### src/rtl/uart_rx_cfg.sv
// Configurable UART receiver with input synchroniser, 3-sample majority voting,
// false-start rejection, break detection and a valid/accept output handshake.
// Ports:
//   clk50m, rst_n          system clock (rising edge), async active-low reset
//   rx                     asynchronous serial line, idle high
//   rx_data/rx_valid       received word, held until rx_valid & rx_accept
//   rx_accept              consumer takes the presented word
//   rx_parity_err          parity mismatch of presented word
//   rx_frame_err           a stop bit of presented word sampled low
//   rx_break               presented word is a break (all-zero frame)
//   rx_overrun             sticky: a frame was dropped since the last accept
//   rx_idle                receiver idle and synchronised line high
module uart_rx_cfg #(
   parameter int unsigned FCLK        = 50_000_000,
   parameter int unsigned BAUD        = 115_200,
   parameter int unsigned DATA_BITS   = 8,
   parameter int unsigned PARITY      = 0,
   parameter int unsigned STOP_BITS   = 1,
   parameter int unsigned SYNC_STAGES = 2
) (
   input  logic                 clk50m,
   input  logic                 rst_n,
   input  logic                 rx,
   output logic [DATA_BITS-1:0] rx_data,
   output logic                 rx_valid,
   input  logic                 rx_accept,
   output logic                 rx_parity_err,
   output logic                 rx_frame_err,
   output logic                 rx_break,
   output logic                 rx_overrun,
   output logic                 rx_idle
);

   localparam int unsigned BIT_CNT = FCLK / BAUD;
   localparam int unsigned HALF    = BIT_CNT / 2;
   localparam int unsigned CNT_W   = $clog2(BIT_CNT);
   localparam int unsigned IDX_W   = 4;

   // Elaboration-time parameter legality
   if (BIT_CNT < 16) begin : g_bad_bitcnt
      $error("uart_rx_cfg: FCLK/BAUD must be >= 16");
   end
   if (DATA_BITS < 5 || DATA_BITS > 9) begin : g_bad_data_bits
      $error("uart_rx_cfg: DATA_BITS must be 5..9");
   end
   if (PARITY > 2) begin : g_bad_parity
      $error("uart_rx_cfg: PARITY must be 0, 1 or 2");
   end
   if (STOP_BITS < 1 || STOP_BITS > 2) begin : g_bad_stop_bits
      $error("uart_rx_cfg: STOP_BITS must be 1 or 2");
   end
   if (SYNC_STAGES < 2) begin : g_bad_sync
      $error("uart_rx_cfg: SYNC_STAGES must be >= 2");
   end

   typedef enum logic [2:0] {
      S_IDLE, S_START, S_DATA, S_PARITY, S_STOP, S_BRK_WAIT
   } state_t;

   state_t                 state_q;
   logic [SYNC_STAGES-1:0] sync_q;
   logic [CNT_W-1:0]       cnt_q;
   logic [1:0]             samp_q;
   logic [IDX_W-1:0]       idx_q;
   logic [DATA_BITS-1:0]   shreg_q;
   logic                   par_acc_q;
   logic                   par_err_q;
   logic                   ferr_q;
   logic                   zero_q;
   logic                   stop_idx_q;

   logic [DATA_BITS-1:0]   data_q;
   logic                   valid_q, perr_q, frerr_q, brk_q, ovr_q, idle_q;

   logic rxs_c, tick_c, maj_c, done_c, frame_ferr_c, frame_zero_c;

   assign rxs_c = sync_q[SYNC_STAGES-1];

   // Bit decision happens in the cycle of the third (HALF-1) sample
   assign tick_c = (cnt_q == CNT_W'(HALF - 1)) &&
                   (state_q != S_IDLE) && (state_q != S_BRK_WAIT);
   assign maj_c  = (samp_q[0] & samp_q[1]) | (samp_q[0] & rxs_c) | (samp_q[1] & rxs_c);

   assign done_c       = tick_c && (state_q == S_STOP) && (stop_idx_q == 1'(STOP_BITS - 1));
   assign frame_ferr_c = ferr_q | ~maj_c;
   assign frame_zero_c = zero_q & ~maj_c;

   // Input synchroniser, idles high
   always_ff @(posedge clk50m or negedge rst_n) begin
      if (!rst_n) sync_q <= '1;
      else        sync_q <= {sync_q[SYNC_STAGES-2:0], rx};
   end

   // Receive FSM with bit timing and frame accumulation
   always_ff @(posedge clk50m or negedge rst_n) begin
      if (!rst_n) begin
         state_q    <= S_IDLE;
         cnt_q      <= '0;
         samp_q     <= '1;
         idx_q      <= '0;
         shreg_q    <= '0;
         par_acc_q  <= 1'b0;
         par_err_q  <= 1'b0;
         ferr_q     <= 1'b0;
         zero_q     <= 1'b0;
         stop_idx_q <= 1'b0;
         idle_q     <= 1'b1;
      end else begin
         idle_q <= (state_q == S_IDLE) && rxs_c;
         if (state_q != S_IDLE)
            cnt_q <= (cnt_q == '0) ? CNT_W'(BIT_CNT - 1) : cnt_q - CNT_W'(1);
         if (cnt_q == CNT_W'(HALF + 1)) samp_q[0] <= rxs_c;
         if (cnt_q == CNT_W'(HALF))     samp_q[1] <= rxs_c;

         case (state_q)
            S_IDLE: begin
               if (!rxs_c) begin
                  cnt_q   <= CNT_W'(BIT_CNT - 1);
                  state_q <= S_START;
               end
            end
            S_START: begin
               if (tick_c) begin
                  if (maj_c) begin
                     state_q <= S_IDLE;
                  end else begin
                     state_q    <= S_DATA;
                     idx_q      <= '0;
                     par_acc_q  <= 1'b0;
                     par_err_q  <= 1'b0;
                     ferr_q     <= 1'b0;
                     zero_q     <= 1'b1;
                     stop_idx_q <= 1'b0;
                  end
               end
            end
            S_DATA: begin
               if (tick_c) begin
                  for (int unsigned i = 0; i < DATA_BITS; i++)
                     if (idx_q == IDX_W'(i)) shreg_q[i] <= maj_c;
                  par_acc_q <= par_acc_q ^ maj_c;
                  if (maj_c) zero_q <= 1'b0;
                  if (idx_q == IDX_W'(DATA_BITS - 1))
                     state_q <= (PARITY != 0) ? S_PARITY : S_STOP;
                  else
                     idx_q <= idx_q + IDX_W'(1);
               end
            end
            S_PARITY: begin
               if (tick_c) begin
                  // Odd mode: data ones plus parity bit must be odd
                  par_err_q <= (PARITY == 1) ? ~(par_acc_q ^ maj_c) : (par_acc_q ^ maj_c);
                  if (maj_c) zero_q <= 1'b0;
                  state_q <= S_STOP;
               end
            end
            S_STOP: begin
               if (tick_c) begin
                  if (!maj_c) ferr_q <= 1'b1;
                  if (maj_c)  zero_q <= 1'b0;
                  if (done_c)
                     // Leave mid-bit so the next start edge is caught promptly
                     state_q <= frame_zero_c ? S_BRK_WAIT : S_IDLE;
                  else
                     stop_idx_q <= 1'b1;
               end
            end
            S_BRK_WAIT: begin
               if (rxs_c) state_q <= S_IDLE;
            end
            default: state_q <= S_IDLE;
         endcase
      end
   end

   // Output handshake and overrun tracking
   always_ff @(posedge clk50m or negedge rst_n) begin
      if (!rst_n) begin
         data_q  <= '0;
         valid_q <= 1'b0;
         perr_q  <= 1'b0;
         frerr_q <= 1'b0;
         brk_q   <= 1'b0;
         ovr_q   <= 1'b0;
      end else if (done_c) begin
         if (!valid_q || rx_accept) begin
            data_q  <= shreg_q;
            valid_q <= 1'b1;
            perr_q  <= par_err_q;
            frerr_q <= frame_ferr_c;
            brk_q   <= frame_zero_c;
            ovr_q   <= 1'b0;
         end else begin
            ovr_q <= 1'b1;
         end
      end else if (valid_q && rx_accept) begin
         valid_q <= 1'b0;
         perr_q  <= 1'b0;
         frerr_q <= 1'b0;
         brk_q   <= 1'b0;
         ovr_q   <= 1'b0;
      end
   end

   assign rx_data       = data_q;
   assign rx_valid      = valid_q;
   assign rx_parity_err = perr_q;
   assign rx_frame_err  = frerr_q;
   assign rx_break      = brk_q;
   assign rx_overrun    = ovr_q;
   assign rx_idle       = idle_q;

endmodule

### config.mk
export PLATFORM = sky130hd
export DESIGN_NAME = uart_rx_cfg
export DESIGN_NICKNAME = d
export VERILOG_FILES = /design/src/rtl/uart_rx_cfg.sv
export SDC_FILE = /design/constraint.sdc
export NUM_CORES = 1
export LEC_CHECK = 0
export BUFFER_PORTS_ARGS = -buffer_cell sky130_fd_sc_hd__buf_2
export CORE_MARGIN = 5
export CORE_UTILIZATION = 41
export DETAILED_ROUTE_END_ITERATION = 6
export GPL_TIMING_DRIVEN = 0
export MAX_ROUTING_LAYER = met4
export PLACE_DENSITY = 0.67
export SLEW_MARGIN = 20
export SYNTH_ARGS = -nofsm -noshare
export SYNTH_HDL_FRONTEND = slang
export SYNTH_SLANG_ARGS = --single-unit
### constraint.sdc
create_clock -name clk50m -period 2.3 [get_ports clk50m]
set_input_delay 0.345 -clock clk50m [delete_from_list [all_inputs] [get_ports clk50m]]
set_output_delay 0.345 -clock clk50m [all_outputs]
set_load 0.05 [all_outputs]
==> key figures, run 1 <==
Placed design
  • DP Cell Count: 308
  • Port-buffer cells: 17
  • DP HPWL: 3147 um
  • GP Congestion: 0.7839

Clocking
  • Clk_lat worst skew: 300 ps
  • Clock Tree Buf Depth: 2
  • CTS tree: done
  • CTS buffer count: 5
  • H-tree depth: 2
  • Root buffer selected by CTS: clkbuf_8
  • Clock Sinks: 47
  • Hold buffers post-CTS: 0
  • Reg clk slew, reported paths: 80 ps

Global routing
  • GRT Util Overall: 13.50%
  • Initial antenna violation count: 0
  • Largest net degree at the start of global routing: 48
  • GRT overflow: 0
  • Vias in the first global route: 1674
  • First-pass GRT wire length: 7955 um

Setup path
  • Worst path cell trace: inv_1 > ha_1 > nand4b_4 > o211ai_1 > and4_1 > clkbuf_1 > o21ai_0
  • CP Class: register to register
  • Worst-path maximum fanout: 8
  • Crit path largest cell delay: 410 ps
  • Setup crit end kind: register
  • Buf/Inv on CP: 2
  • Cell family with most CP delay: compound AO/OA/AOI/OAI gates
  • WP data arrival: 2360 ps
  • CP max stage cell: dfrtp_1
  • Crit start category: register
  • Worst Path Required: 2470 ps

Floorplanning
  • Die area: 7563 um^2
  • Core area: 5851 um^2
  • Die H: 86.97 um
  • Row count: 28
  • Starting Density: 41.51%
  • Die W: 86.97 um
  • Ports: 18

Logic synthesis
  • Post-synth top flop: dfrtp_1
  • Seq/Total Area, Yosys: 48.69%
  • Post-synthesis cell count: 216
  • Synth Area per Inst: 11.24 um^2
  • EDFF count, synth: 0
  • Post-Synthesis Cell Area: 2429 um^2
  • Post-Syn Nets: 228
  • Fraction of registers with async set/reset: 100.0%
  • Warnings, synthesis: 0
  • FF+latch count, synth: 47
  • Synth unique cells: 58

STA
  • Clock skew: 5.564 ps
  • Final Hold Fails: 0
  • Worst hold slack: 32.39 ps
  • Fmax: 456.9 MHz
  • Period minus WS final: 2189 ps
  • Relative slew slack: 49.09%
  • Final period util: 95.16%
  • Post-route setup TNS: 0 ps
  • Count of final setup violators: 0
  • RSZ-0062 raised after global routing: false
  • Final Slew Violations: 0
  • Worst-margin pin slew: 755.7 ps

Power
  • Power density over cell area: 518.9 nW/um^2
  • Tot Pwr: 1434 uW
  • Leakage: 0.001240 uW
  • VDD IR max: 0.2283 mV

Route
  • Routed wire length: 4492 um
  • Drt via density: 5.347
  • Vias: 1711
  • DR pass1 iterations: 4
  • Post-route ant nets: 0
  • Residual DRC: 0
  • Avg WL per Cell: 14.04 um
  • Detailed Route Iter0 Violations: 121

Layout
  • Layout area overhead: 13.76%
  • Number of inserted diodes: 0
  • Nets@finish: 257
  • FILL cells: 536
  • Non-Filler Instances: 320
  • Layout cells sized above 1: 29.39%

Status
  • Run status: completed

Flow run
  • Max-Cap Viols: 0

Hold path
  • HP Class: primary input to async pin
area by class of cell:
| cell class | count | area (um^2) | share of cell area, % |
|---|---|---|---|
| plain buffers | 8 | 47.55 | 1.721 |
| clock buffers | 6 | 72.57 | 2.627 |
| clock inverters | 1 | 30.03 | 1.087 |
| inverters | 11 | 41.29 | 1.495 |
| multi-input cells | 150 | 1170 | 42.35 |
| flip-flops and latches | 47 | 1182 | 42.80 |
| well taps | 75 | 93.84 | 3.397 |
| repair buffers | 22 | 125.1 | 4.529 |
cell usage after synthesis, types with 2 or more instances:
| master | count | share of area, % |
|---|---|---|
| dfrtp_1 | 42 | 43 |
| nand2_1 | 21 | 3.2 |
| mux2_2 | 17 | 7.9 |
| inv_1 | 11 | 1.7 |
| nor3_1 | 9 | 1.9 |
| o21ai_0 | 9 | 1.9 |
| ha_1 | 8 | 4.1 |
| nor2_1 | 6 | 0.93 |
| xnor2_1 | 6 | 2.2 |
| dfstp_2 | 5 | 5.4 |
| o31ai_1 | 5 | 1.5 |
| a21oi_1 | 4 | 0.82 |
| clkbuf_1 | 4 | 0.62 |
| nand2b_1 | 4 | 1.0 |
| nor4_1 | 4 | 1.0 |
| a21o_1 | 3 | 0.93 |
| and2_1 | 3 | 0.77 |
| nand3_1 | 3 | 0.62 |
| nor2b_1 | 3 | 0.77 |
| or2_2 | 3 | 0.77 |
| buf_4 | 2 | 0.62 |
| mux2i_1 | 2 | 0.82 |
| nand4_1 | 2 | 0.52 |
| nor4_4 | 2 | 1.8 |
| o211ai_1 | 2 | 0.62 |
| o221ai_1 | 2 | 0.72 |
| or3_1 | 2 | 0.52 |
| or4_1 | 2 | 0.62 |
logic make-up (layout without fill, tap and decap cells):
logic type / count (synthesis) / in the layout / synth area share [%]
simple gates: 78 / 78 / 21.02
xor+xnor: 7 / 7 / 2.525
compound gates: 36 / 36 / 10.41
buf+inv: 19 / 48 / 3.606
mux: 20 / 20 / 9.170
fa+ha+maj: 9 / 9 / 4.585
flops: 47 / 47 / 48.69
state kept, by name, summed over array words and instances, names as in the netlist, 2 cells and up:
signal	flops
shreg_q	8
sync_q	2
samp_q	2
cnt_q	9
state_q	3
rx_data	8
idx_q	4
cell usage in the layout, fill, tap and decap left out, types with 4 or more instances in the layout:
| cell type | instances |
|---|---|
| dfrtp_1 | 42 |
| nand2_1 | 21 |
| buf_2 | 17 |
| mux2_2 | 17 |
| inv_1 | 11 |
| o21ai_0 | 9 |
| buf_4 | 8 |
| nor3_1 | 8 |
| ha_1 | 8 |
| nor2_1 | 6 |
| xnor2_1 | 6 |
| o31ai_1 | 5 |
| clkbuf_8 | 5 |
| dfstp_2 | 5 |
| nand2b_1 | 4 |
| clkbuf_1 | 4 |
| a21oi_1 | 4 |
layer usage:
| metal | vias up | wire, um | GRT usage, % |
|---|---|---|---|
| met5 | - | 0 | - |
| met1 | 838 | 2074 | 17.38 |
| met3 | 6 | 190 | 2.744 |
| met4 | 0 | 68 | 4.249 |
| li1 | 834 | - | - |
| met2 | 33 | 2160 | 21.39 |
repair_timing:
item,4_1_cts,5_1_grt
endpoints found under the setup margin,0,15
hold endpoints to repair,0,0
buffers inserted,0,5
resized for setup,0,4
stage by stage:
| step | cell area [um^2] | utilization (%) | setup WS (ps) |
|---|---|---|---|
| floorplan | 2429 | - | 354.8 |
| global placement | 2608 | 44.57 | 71.88 |
| detailed placement | 2608 | 44.57 | 50.63 |
| CTS | 2710 | 46.32 | 36.15 |
| global route | 2763 | 47.22 | 4.004 |
| finish | 2763 | 47.22 | 111.2 |
worst paths after layout:
kind / from / endpoint / slack, ps / cells after the start
setup / recovery: cnt_q[0]$_DFF_PN0_ / par_acc_q$_DFFE_PN0P_ / 110 / 7
hold / removal: rst_n / cnt_q[1]$_DFF_PN0_ / 30 / 1
setup reg to reg: cnt_q[0]$_DFF_PN0_ / par_acc_q$_DFFE_PN0P_ / 110 / 7
hold reg to reg: sync_q[0]$_DFF_PN1_ / sync_q[1]$_DFF_PN1_ / 360 / 0
max in group asynchronous: rst_n / stop_idx_q$_DFFE_PN0P_ / 1850 / 1
min in group clk50m: rx / sync_q[0]$_DFF_PN1_ / 150 / 1
power by group:
group	internal (uW)	total (uW)	switching (uW)	leakage [uW]
clock network	319	582	263	0.0000513
registers	829	830	0.741	0.000598
logic	3.09	22.0	18.9	0.000591
total	1150	1430	283	0.00124
No activity file was read; power rests on OpenSTA's default activity.
==> run 2: changes to the inputs <==
Settings changed: CORE_ASPECT_RATIO set to 1.1.
==> run 2 against run 1 <==
- register-to-register slack better by 70 ps
- combinational power about the same
- fmax rose by 3.5%
- critical path type unchanged
- largest power group unchanged
- highest routed layer unchanged
==> key figures, run 2 (synthesized netlist as in run 1, its figures left out) <==
Clocking
  • Clock Sinks: 47 (unchanged)
  • Clock Tree Buf Depth: 2 (unchanged)
  • CTS tree: done (unchanged)
  • H-tree depth: 2 (unchanged)
  • Reg clk slew, reported paths: 90 ps (was 80 ps)
  • Root buffer selected by CTS: clkbuf_8 (unchanged)
  • Clk_lat worst skew: 300 ps (about the same)
  • CTS buffer count: 5 (unchanged)
  • Hold buffers post-CTS: 0 (unchanged)

STA
  • Count of final setup violators: 0 (unchanged)
  • Worst hold slack: 44.02 ps (was 32.39 ps)
  • Fmax: 472.9 MHz (was 456.9 MHz)
  • Clock skew: 3.355 ps (was 5.564 ps)
  • Final worst slack: 185.2 ps (was 111.2 ps)
  • Final period util: 91.95% (was 95.16%)
  • RSZ-0062 raised after global routing: false (unchanged)
  • Post-route setup TNS: 0 ps (unchanged)
  • Relative slew slack: 51.47% (was 49.09%)
  • Final Hold Fails: 0 (unchanged)
  • Worst-margin pin slew: 721.8 ps (was 755.7 ps)
  • Period minus WS final: 2115 ps (was 2189 ps)
  • Final Slew Violations: 0 (unchanged)

Placed design
  • GP Congestion: 0.7907 (was 0.7839)
  • DP HPWL: 3119 um (was 3147 um)
  • Pre-CTS WS: 19.65 ps (was 50.63 ps)
  • DP Cell Count: 310 (was 308)
  • Port-buffer cells: 17 (unchanged)

Floorplanning
  • Ports: 18 (unchanged)
  • Die W: 83.38 um (was 86.97 um)
  • Starting Density: 42.09% (was 41.51%)
  • Row count: 29 (was 28)
  • Core area: 5769 um^2 (was 5851 um^2)
  • Die area: 7564 um^2 (was 7563 um^2)
  • Die H: 90.72 um (was 86.97 um)

Setup path
  • Setup crit end kind: register (unchanged)
  • R2r startpoint: cnt_q[0]$_DFF_PN0_ (unchanged)
  • CP Class: register to register (unchanged)
  • Crit start category: register (unchanged)
  • WP data arrival: 2290 ps (was 2360 ps)
  • Worst Path Required: 2480 ps (was 2470 ps)
  • Worst setup path start: cnt_q[0]$_DFF_PN0_ (unchanged)
  • Worst-path maximum fanout: 10 (was 8)

Power
  • Leakage: 0.001227 uW (was 0.001240 uW)
  • VDD IR max: 0.2244 mV (was 0.2283 mV)
  • Power density over cell area: 540.5 nW/um^2 (was 518.9 nW/um^2)

Global routing
  • First-pass GRT wire length: 8045 um (was 7955 um)
  • Initial antenna violation count: 0 (unchanged)
  • GRT Util Overall: 13.21% (was 13.50%)
  • Largest net degree at the start of global routing: 48 (unchanged)
  • GRT overflow: 0 (unchanged)
  • Vias in the first global route: 1701 (was 1674)

Route
  • Residual DRC: 0 (unchanged)
  • Avg WL per Cell: 13.85 um (was 14.04 um)
  • Drt via density: 5.239 (was 5.347)
  • Detailed Route Iter0 Violations: 74 (was 121)
  • Routed wire length: 4403 um (was 4492 um)
  • Vias: 1666 (was 1711)
  • DR pass1 iterations: 4 (unchanged)
  • Post-route ant nets: 0 (unchanged)

Layout
  • Non-Filler Instances: 318 (was 320)
  • Commonest non-fill, non-tap cell in the layout: dfrtp_1 (unchanged)
  • Largest register by flop count: cnt_q (unchanged)
  • Number of inserted diodes: 0 (unchanged)
  • Largest register FFs: 9 (unchanged)
  • Nets@finish: 252 (was 257)
  • Commonest non-fill, non-tap cells in the layout: dfrtp_1 (42), nand2_1 (21), buf_2 (17), mux2_2 (17), inv_1 (11) (unchanged)
  • Layout cells sized above 1: 29.05% (was 29.39%)
  • Final core utilization: 47.60% (was 47.22%)
  • FILL cells: 532 (was 536)
  • Layout area overhead: 13.09% (was 13.76%)

Status
  • Run status: completed (unchanged)

Hold path
  • HP Class: primary input to async pin (unchanged)

Flow run
  • Max-Cap Viols: 0 (unchanged)
==> run 2: cell types whose count changed in the layout (fill, tap and decap cells not counted) <==
cell | previous run | this run
buf_4 | 8 | 4
clkbuf_1 | 4 | 2
clkbuf_8 | 5 | 6
clkinv_2 | 0 | 1
==> run 2: area by class of cell <==
class	instances	area (um^2)	area share (%)
Tap cell	77	96.34	3.508
Timing Repair Buffer	18	95.09	3.462
Clock inverter	2	35.03	1.276
Buffer	7	43.79	1.595
Clock buffer	6	82.58	3.007
Sequential cell	47	1182	43.05
Multi-Input combinational cell	150	1170	42.60
Inverter	11	41.29	1.503
==> run 2: final timing paths <==
kind / endpoint / slack (ps) / cells past startpoint
hold reg to reg: sync_q[1]$_DFF_PN1_ / 360 / 0
hold / removal: rx_data[2]$_DFFE_PN0P_ / 40 / 1
max in group asynchronous: cnt_q[3]$_DFF_PN0_ / 1870 / 1
min in group clk50m: sync_q[0]$_DFF_PN1_ / 130 / 1
setup reg to reg: state_q[2]$_DFFE_PN0P_ / 190 / 7
setup / recovery: state_q[2]$_DFFE_PN0P_ / 190 / 7
==> run 2: critical path: stages (launching register included) <==
cell      delay, ps
dfrtp_1         420
inv_1           130
ha_1            240
nand4b_4        220
or2_2           380
clkbuf_2        200
o31ai_1         260
o211ai_1        130
==> run 2: timing repair <==
action	4_1_cts	5_1_grt
setup endpoints to repair	8	8
pin swaps	1	0
cloned	0	0
resized for setup	0	4
setup buffers	1	0
==> run 2: layer usage <==
metal | up-vias | global-route usage, % | part of all wire [%]
met3 | 4 | 3.832 | 4.7
met1 | 803 | 16.95 | 46
met2 | 29 | 20.39 | 48
met4 | 0 | 3.678 | 1.0
met5 | - | - | 0
li1 | 830 | - | -
==> run 2: per-stage QoR <==
| stage | area (um^2) | power [uW] |
|---|---|---|
| floorplan | 2429 | 848.2 |
| global placement | 2610 | 869.1 |
| detailed placement | 2610 | 869.0 |
| CTS | 2735 | 1499 |
| global route | 2746 | 1535 |
| finish | 2746 | 1484 |
==> run 2: report_power, final <==
| part | switching, uW | internal [uW] | total, uW |
|---|---|---|---|
| combinational | 18.9 | 3.08 | 22.0 |
| clock | 281 | 352 | 633 |
| sequential | 0.652 | 829 | 830 |
